===== src/rtl/mvau_weight_loader_if.sv =====
// rtl/mvau_weight_loader_if.sv - weight stream and PE weight-memory write bundle
//
// Carries the incoming weight stream (s_axis_tdata/tvalid/tready) and the
// shared write port to the PE weight memories (wmem_we/waddr/wdata).
//   slave  : the loader; consumes the stream and drives the memory writes
//   master : the stream source / memory side; drives the stream and observes writes
interface mvau_weight_loader_if #(
    parameter int SIMD         = 2,
    parameter int TW           = 1,
    parameter int PE           = 2,
    parameter int WMEM_ADDR_BW = 4
);
    logic [SIMD*TW-1:0]      s_axis_tdata;
    logic                    s_axis_tvalid;
    logic                    s_axis_tready;
    logic [PE-1:0]           wmem_we;
    logic [WMEM_ADDR_BW-1:0] wmem_waddr;
    logic [SIMD*TW-1:0]      wmem_wdata;

    modport slave (
        input  s_axis_tdata,
        input  s_axis_tvalid,
        output s_axis_tready,
        output wmem_we,
        output wmem_waddr,
        output wmem_wdata
    );

    modport master (
        output s_axis_tdata,
        output s_axis_tvalid,
        input  s_axis_tready,
        input  wmem_we,
        input  wmem_waddr,
        input  wmem_wdata
    );
endinterface


===== src/rtl/mvau_weight_loader.sv =====
// rtl/mvau_weight_loader.sv - streams weight words into PE-interleaved weight memories
//
// Ports:
//   aclk        clock, rising edge
//   aresetn     synchronous active-low reset
//   start       single-cycle load request (honoured only in IDLE)
//   bus         mvau_weight_loader_if.slave: weight stream in, memory write port out
//   busy        high while loading
//   load_done   one-cycle pulse in the cycle the final word is written
//   wload_chksum  XOR of all words of the current load (only with MVAU_WLOAD_CHKSUM_EN)
//
// Optional feature macro: MVAU_WLOAD_CHKSUM_EN
//
// Word k of a load goes to PE (k mod PE) at address (k div PE). Writes are
// registered, so each one appears the cycle after its handshake.
module mvau_weight_loader #(
    parameter int SIMD         = 2,
    parameter int TW           = 1,
    parameter int PE           = 2,
    parameter int WMEM_DEPTH   = 4,
    parameter int WMEM_ADDR_BW = 4
) (
    input  logic                   aclk,
    input  logic                   aresetn,
    input  logic                   start,
    mvau_weight_loader_if.slave    bus,
    output logic                   busy,
    output logic                   load_done
`ifdef MVAU_WLOAD_CHKSUM_EN
    ,
    output logic [SIMD*TW-1:0]     wload_chksum
`endif
);

    localparam int DW    = SIMD * TW;
    localparam int PE_BW = (PE > 1) ? $clog2(PE) : 1;

    typedef enum logic [1:0] {
        IDLE = 2'd0,
        LOAD = 2'd1,
        DONE = 2'd2
    } state_t;

    state_t                  state_q, state_d;
    logic [PE_BW-1:0]        pe_cnt_q, pe_cnt_d;
    logic [WMEM_ADDR_BW-1:0] addr_cnt_q, addr_cnt_d;
    logic [PE-1:0]           we_q, we_d;
    logic [WMEM_ADDR_BW-1:0] waddr_q, waddr_d;
    logic [DW-1:0]           wdata_q, wdata_d;
`ifdef MVAU_WLOAD_CHKSUM_EN
    logic [DW-1:0]           chk_q, chk_d;
`endif

    logic hs;
    logic pe_last;
    logic addr_last;

    // tready comes straight from the state register, so there is no path
    // from tvalid back to tready.
    assign bus.s_axis_tready = (state_q == LOAD);
    assign hs        = bus.s_axis_tvalid && (state_q == LOAD);
    assign pe_last   = (pe_cnt_q == PE_BW'(PE - 1));
    assign addr_last = (addr_cnt_q == WMEM_ADDR_BW'(WMEM_DEPTH - 1));

    always_comb begin
        state_d    = state_q;
        pe_cnt_d   = pe_cnt_q;
        addr_cnt_d = addr_cnt_q;
        we_d       = '0;
        waddr_d    = waddr_q;
        wdata_d    = wdata_q;
`ifdef MVAU_WLOAD_CHKSUM_EN
        chk_d      = chk_q;
`endif
        case (state_q)
            IDLE: begin
                if (start) begin
                    state_d    = LOAD;
                    pe_cnt_d   = '0;
                    addr_cnt_d = '0;
`ifdef MVAU_WLOAD_CHKSUM_EN
                    chk_d      = '0;
`endif
                end
            end
            LOAD: begin
                if (hs) begin
                    we_d    = PE'(1) << pe_cnt_q;
                    waddr_d = addr_cnt_q;
                    wdata_d = bus.s_axis_tdata;
`ifdef MVAU_WLOAD_CHKSUM_EN
                    chk_d   = chk_q ^ bus.s_axis_tdata;
`endif
                    if (pe_last) begin
                        pe_cnt_d = '0;
                        if (addr_last) begin
                            state_d = DONE;
                        end else begin
                            addr_cnt_d = addr_cnt_q + 1'b1;
                        end
                    end else begin
                        pe_cnt_d = pe_cnt_q + 1'b1;
                    end
                end
            end
            DONE: begin
                state_d = IDLE;
            end
            default: begin
                state_d = IDLE;
            end
        endcase
    end

    always_ff @(posedge aclk) begin
        if (!aresetn) begin
            state_q    <= IDLE;
            pe_cnt_q   <= '0;
            addr_cnt_q <= '0;
            we_q       <= '0;
            waddr_q    <= '0;
            wdata_q    <= '0;
`ifdef MVAU_WLOAD_CHKSUM_EN
            chk_q      <= '0;
`endif
        end else begin
            state_q    <= state_d;
            pe_cnt_q   <= pe_cnt_d;
            addr_cnt_q <= addr_cnt_d;
            we_q       <= we_d;
            waddr_q    <= waddr_d;
            wdata_q    <= wdata_d;
`ifdef MVAU_WLOAD_CHKSUM_EN
            chk_q      <= chk_d;
`endif
        end
    end

    // A write registered from the last handshake before an aborting reset
    // must not reach the memories, so the enable is masked while reset is low.
    assign bus.wmem_we    = we_q & {PE{aresetn}};
    assign bus.wmem_waddr = waddr_q;
    assign bus.wmem_wdata = wdata_q;
    assign busy           = (state_q == LOAD);
    assign load_done      = (state_q == DONE);
`ifdef MVAU_WLOAD_CHKSUM_EN
    assign wload_chksum   = chk_q;
`endif

endmodule

===== src/flat_wrapper.sv =====
// flat-port wrapper written by rule: the top's interface ports become plain ports
module mvau_weight_loader_flat 
#(
    parameter int SIMD         = 2,
    parameter int TW           = 1,
    parameter int PE           = 2,
    parameter int WMEM_DEPTH   = 4,
    parameter int WMEM_ADDR_BW = 4
)
  (aclk, aresetn, start, busy, load_done, bus_s_axis_tdata, bus_s_axis_tvalid, bus_s_axis_tready, bus_wmem_we, bus_wmem_waddr, bus_wmem_wdata);
  mvau_weight_loader_if #(.SIMD(SIMD), .TW(TW), .PE(PE), .WMEM_ADDR_BW(WMEM_ADDR_BW)) bus_i ();
  input  logic aclk;
  input  logic aresetn;
  input  logic start;
  output logic busy;
  output logic load_done;
  input wire logic [$bits(bus_i.s_axis_tdata)-1:0] bus_s_axis_tdata;
  input wire logic [$bits(bus_i.s_axis_tvalid)-1:0] bus_s_axis_tvalid;
  output wire logic [$bits(bus_i.s_axis_tready)-1:0] bus_s_axis_tready;
  output wire logic [$bits(bus_i.wmem_we)-1:0] bus_wmem_we;
  output wire logic [$bits(bus_i.wmem_waddr)-1:0] bus_wmem_waddr;
  output wire logic [$bits(bus_i.wmem_wdata)-1:0] bus_wmem_wdata;
  assign bus_i.s_axis_tdata = bus_s_axis_tdata;
  assign bus_i.s_axis_tvalid = bus_s_axis_tvalid;
  assign bus_s_axis_tready = bus_i.s_axis_tready;
  assign bus_wmem_we = bus_i.wmem_we;
  assign bus_wmem_waddr = bus_i.wmem_waddr;
  assign bus_wmem_wdata = bus_i.wmem_wdata;
  mvau_weight_loader #(.SIMD(SIMD), .TW(TW), .PE(PE), .WMEM_DEPTH(WMEM_DEPTH), .WMEM_ADDR_BW(WMEM_ADDR_BW)) u_core (.aclk(aclk), .aresetn(aresetn), .start(start), .bus(bus_i), .busy(busy), .load_done(load_done));
endmodule

===== config.mk =====
export PLATFORM = sky130hd
export DESIGN_NAME = mvau_weight_loader_flat
export DESIGN_NICKNAME = d
export VERILOG_FILES = /design/src/rtl/mvau_weight_loader_if.sv /design/src/rtl/mvau_weight_loader.sv /design/src/flat_wrapper.sv
export SDC_FILE = /design/constraint.sdc
export NUM_CORES = 1
export LEC_CHECK = 0
export ABC_AREA = 1
export CORE_MARGIN = 4
export CORE_UTILIZATION = 50
export CTS_BUF_LIST = sky130_fd_sc_hd__clkbuf_2
export CTS_CLUSTER_DIAMETER = 80
export CTS_CLUSTER_SIZE = 30
export DETAILED_ROUTE_END_ITERATION = 6
export MAX_ROUTING_LAYER = met4
export PLACE_DENSITY_LB_ADDON = 0.05
export SLEW_MARGIN = 20
export SYNTH_ARGS = -nofsm -noshare
export SYNTH_HDL_FRONTEND = slang
export SYNTH_SLANG_ARGS = --single-unit

===== constraint.sdc =====
create_clock -name aclk -period 1.5 [get_ports aclk]
set_input_delay 0.3 -clock aclk [delete_from_list [all_inputs] [get_ports aclk]]
set_output_delay 0.3 -clock aclk [all_outputs]
set_load 0.05 [all_outputs]

# Word level (Yosys, flattened, before mapping)
# Index checks and enable logic that the tools add are counted.
totals:
  regBits: 15
  wordCells: 40
  inputBits: 6
  out_inout_bits: 11
op_classes:
  addsub: 2
  muxes: 14
  bitwise: 1
  shifts: 1
  n_eq_ne: 8
  reduce_logical: 8
op_table:
  columns: ["cell", "count"]
  rows:
  - ["$mux W4", 4]
  - ["$mux W2", 4]
  - ["$pmux W4 S2", 1]
  - ["$ne A2 B1 Y1 const B", 3]
  - ["$reduce_and A3 Y1", 2]
  - ["$reduce_and A5 Y1", 1]
  - ["$add A4 B1 Y4 const B", 1]
  - ["$eq A4 B2 Y1 const B", 1]
  - ["$ne A2 B2 Y1 const B", 2]
  - ["$pmux W2 S2", 1]
  - ["$reduce_and A4 Y1", 1]
  - ["$mux W1", 3]
  - ["$and A2 B2 Y2", 1]
  - ["$eq A2 B1 Y1 const B", 1]
  - ["$eq A2 B2 Y1 const B", 1]
  - ["$logic_not A2 Y1", 1]
  - ["$pmux W1 S2", 1]
  - ["$reduce_and A2 Y1", 1]
  - ["$reduce_bool A2 Y1", 1]
  - ["$shl A1 B1 Y2 const A", 1]
  - ["$add A1 B1 Y1 const B", 1]
  - ["$logic_and A1 B1 Y1", 1]

# Depth between registers and ports, before layout
logic_depth:
  word_depth: 5
  depth_mapped: 9
  depth_no_buf: 8

# Worst setup path before layout
# Ideal clock, no wire load.
synth_path:
  kind: "register -> output"
  from: "reg u_core.state_q[1]"
  to: "out load_done"
  t_arrival_ns: 1.132
  t_required_ns: 1.200
  n_path_buf: 0
  stages_incl_launch_ff: 3
  setup_slack_ns: 0.068
  cell_sequence: "dfxtp_1 inv_1 nor2_1"
synth_via:
  elab_chain_cells: 1
synth_lines:
  columns: ["element", "line", "text"]
  rows:
  - ["start: declaration", "mvau_weight_loader.sv:44", "state_t state_q, state_d;"]
  - ["start signal: assignment", "mvau_weight_loader.sv:127", "state_q <= state_d;"]
  - ["$eq A2 B2 Y1", "mvau_weight_loader.sv:145", "assign load_done = (state_q == DONE);"]
  - ["end: declaration", "flat_wrapper.sv:16", "output logic load_done;"]
# Every way passes these cells.

# Worst setup path after layout
layout_path:
  from: "reg u_core.state_q[0]"
  to: "out busy"
layout_via:
  elab_chain_cells: 1
layout_lines:
  columns: ["element", "line", "text"]
  rows:
  - ["$eq A2 B1 Y1", "mvau_weight_loader.sv:144", "assign busy = (state_q == LOAD);"]
  - ["end: declaration", "flat_wrapper.sv:15", "output logic busy;"]
# Every way passes these cells.

==> results.json <==
{
  "num_rows": 13,
  "die_area_sq_mm": 0.00210,
  "relSlewSlack": 0.788,
  "diodes": 0,
  "outcome": "finished, final reports clean",
  "hold_path.class": "in -> reg",
  "fill_cells": 94,
  "wl_met2_um": 725,
  "cp_num_buf_inv": 2,
  "dr.max_layer_used": "met4",
  "finalSetupTns_ns": 0,
  "tightest_slew_ns": 0.317,
  "drv_cap": 0,
  "cp_data_arrival_time_ns": 1.07,
  "fin_skew_ns": 0.00554,
  "cts_root_buf": "clkbuf_2",
  "dp_hpwl_um": 1140,
  "synth_largest_area_cell": "dfxtp_1",
  "wl_per_cell_um": 11.7,
  "finalMaxSlewViolations": 0,
  "reg2reg_depth": 9,
  "met3_length_um": 104,
  "ios": 17,
  "grt_max_degree": 12,
  "placed_area_sq_um": 971,
  "place_inst": 123,
  "rsz0062_at_grt": "no",
  "gp_congestion": 0.767,
  "die_w_um": 45.8,
  "die_y_um": 45.8,
  "met1Wirelength_um": 653,
  "synth_cells": 95,
  "critical_path_class": "reg -> out",
  "cp_top_family": "flip-flops",
  "critPathCaptureType": "primary output",
  "final_util": 0.768,
  "stdcell_count": 129,
  "path_cells": "inv_2 -> nor2_8 -> buf_12",
  "grt_pass1_wl_um": 2540,
  "firstDrtPassIters": 4,
  "cts_tree": "done",
  "place.port_buffers": 16,
  "dr.first_iter.drc_count": 17,
  "cellPowerDensity_mw_per_mm2": 849,
  "grt_pass1_vias": 571,
  "syn_to_final_growth_pct": 41.4,
  "numCtsBuffers": 3,
  "cp_slowest_cell": "dfxtp_1",
  "htree_levels": 1,
  "syn-mean-instance-area_sq_um": 7.53,
  "antenna_found_initial": 0,
  "detail_route.vias_per_cell": 5.18,
  "yosys_warnings": 0,
  "ys_ff_latch": 15,
  "ys_types": 20,
  "finalWorstSetupSlack_ns": 0.129,
  "cts.sinks": 15,
  "cp_num_cells": 3,
  "drive_gt1_frac": 0.254,
  "max_stage_delay_ns": 0.42,
  "vias": 668,
  "yosysTopAreaCellShare": 0.420,
  "clk_pin_slew_ns": 0.15,
  "grt_util_all_layers": 0.176,
  "whs_ns": 0.458,
  "drc": 0,
  "clock_latency_ns": 0.29,
  "final_area_sq_mm": 0.00101,
  "post-route-period-util": 0.914,
  "cts_hold_buf": 0,
  "routed_wl_um": 1510,
  "fin_crit_ns": 1.37,
  "start_util": 0.543,
  "ys_seq_area_frac": 0.420,
  "startpoint_type": "flip-flop",
  "finalHoldViolations": 0,
  "p_leak_nw": 0.457,
  "overflow": 0,
  "setup_viol": 0,
  "syn_nets": 102,
  "ant_nets": 0,
  "hold_path_depth": 4,
  "fin_nets": 122,
  "path_max_fanout": 4,
  "cts.path.max_buffers": 2,
  "yosys-top-cells-area": "dfxtp_1, nand2_1, nand3_1, nor2_1, inv_1",
  "required_ns": 1.20,
  "fmax_mhz": 730,
  "core_area_sq_mm": 0.00132,
  "ir_worst_vdd_v": 0.000522,
  "total_power_uw": 859,
  "pre_cts_ws_ns": 0.0146,
  "synthesis.area_sq_um": 716
}
==> layout make-up <==
type                    count  area (sq um)  share of cell area
clock inverters             1          5.00             0.00494
inverters                  12          45.0              0.0445
multi-input cells          63           324               0.320
clock buffers               3          15.0              0.0148
repair buffers             20           303               0.299
well taps                  15          18.8              0.0185
flip-flops and latches     15           302               0.298
==> worst reg2reg max path, delay by kind of cell, from the launching register on <==
kind | cells | cell delay [ns]
buffers and inverters | 2 | 0.28
flip-flops | 1 | 0.42
AND/OR/NAND/NOR | 7 | 0.56
==> report_power, final <==
part / switching [mW] / internal, mW / total (mW)
Clock: 0.135 / 0.0603 / 0.195
Combinational: 0.128 / 0.0987 / 0.227
Sequential: 0.0195 / 0.418 / 0.437
Total: 0.282 / 0.577 / 0.859
==> cells in the mapped netlist <==
cell type  count
nand2_4        2
inv_2          2
clkbuf_1       1
nand3_1       13
buf_6          2
inv_1         10
nor3_1         2
nand2_2        3
nand2_1       20
buf_8          1
o211ai_1       1
nor2_8         1
buf_4          1
nand4_1        1
ha_1           1
a21oi_1        6
a211oi_1       1
dfxtp_1       15
o21ai_0        1
nor2_1        11
==> layout by cell type, fill, tap and decap left out, types with 2 or more instances in the layout <==
cell / count
nor3_1: 2
nand2_1: 20
buf_4: 4
nand2_2: 3
clkdlybuf4s50_1: 4
inv_1: 10
nand3_1: 13
nor2_1: 10
inv_2: 2
clkbuf_2: 3
nand2_4: 2
a21oi_1: 6
dfxtp_1: 14
buf_12: 11
==> flip-flops by register name, summed over array words and instances (netlist names) <==
signal and cells:
u_core.pe_cnt_q 1, u_core.we_q 2, u_core.bus.wmem_wdata 2, u_core.bus.wmem_waddr 4
u_core.state_q 2, u_core.addr_cnt_q 4
==> worst paths after layout <==
check                                                     from                                end  slack (ns)
worst max-delay path            u_core.state_q[0]$_SDFFE_PN0P_                               busy        0.13
worst min-delay path                                   aresetn  u_core.addr_cnt_q[2]$_SDFFE_PN0P_        0.46
worst max register to register  u_core.state_q[0]$_SDFFE_PN0P_  u_core.addr_cnt_q[3]$_SDFFE_PN0P_        0.17
worst min register to register    u_core.pe_cnt_q$_SDFFE_PN0P_       u_core.pe_cnt_q$_SDFFE_PN0P_        0.51
==> kinds of logic (layout without fill, tap and decap cells) <==
group | count (synthesis) | count (layout) | synth area share
AOI/OAI and AO/OA | 9 | 9 | 0.0699
adders and majority gates | 1 | 1 | 0.0175
buffers and inverters | 17 | 36 | 0.131
DFF | 15 | 15 | 0.420
and+or+nand+nor | 53 | 53 | 0.362
==> layer usage <==
layer	up-vias	track usage
met5	-	-
met4	0	0.0852
met3	5	0.0395
met2	23	0.273
met1	298	0.215
li1	342	-
==> repair_timing <==
| action | CTS | global route |
|---|---|---|
| buffers inserted | 2 | 0 |
| endpoints found under the setup margin | 3 | 3 |
| gates cloned | 0 | 0 |
| gates resized for setup | 1 | 2 |
Power figures use the tool's default switching activity.
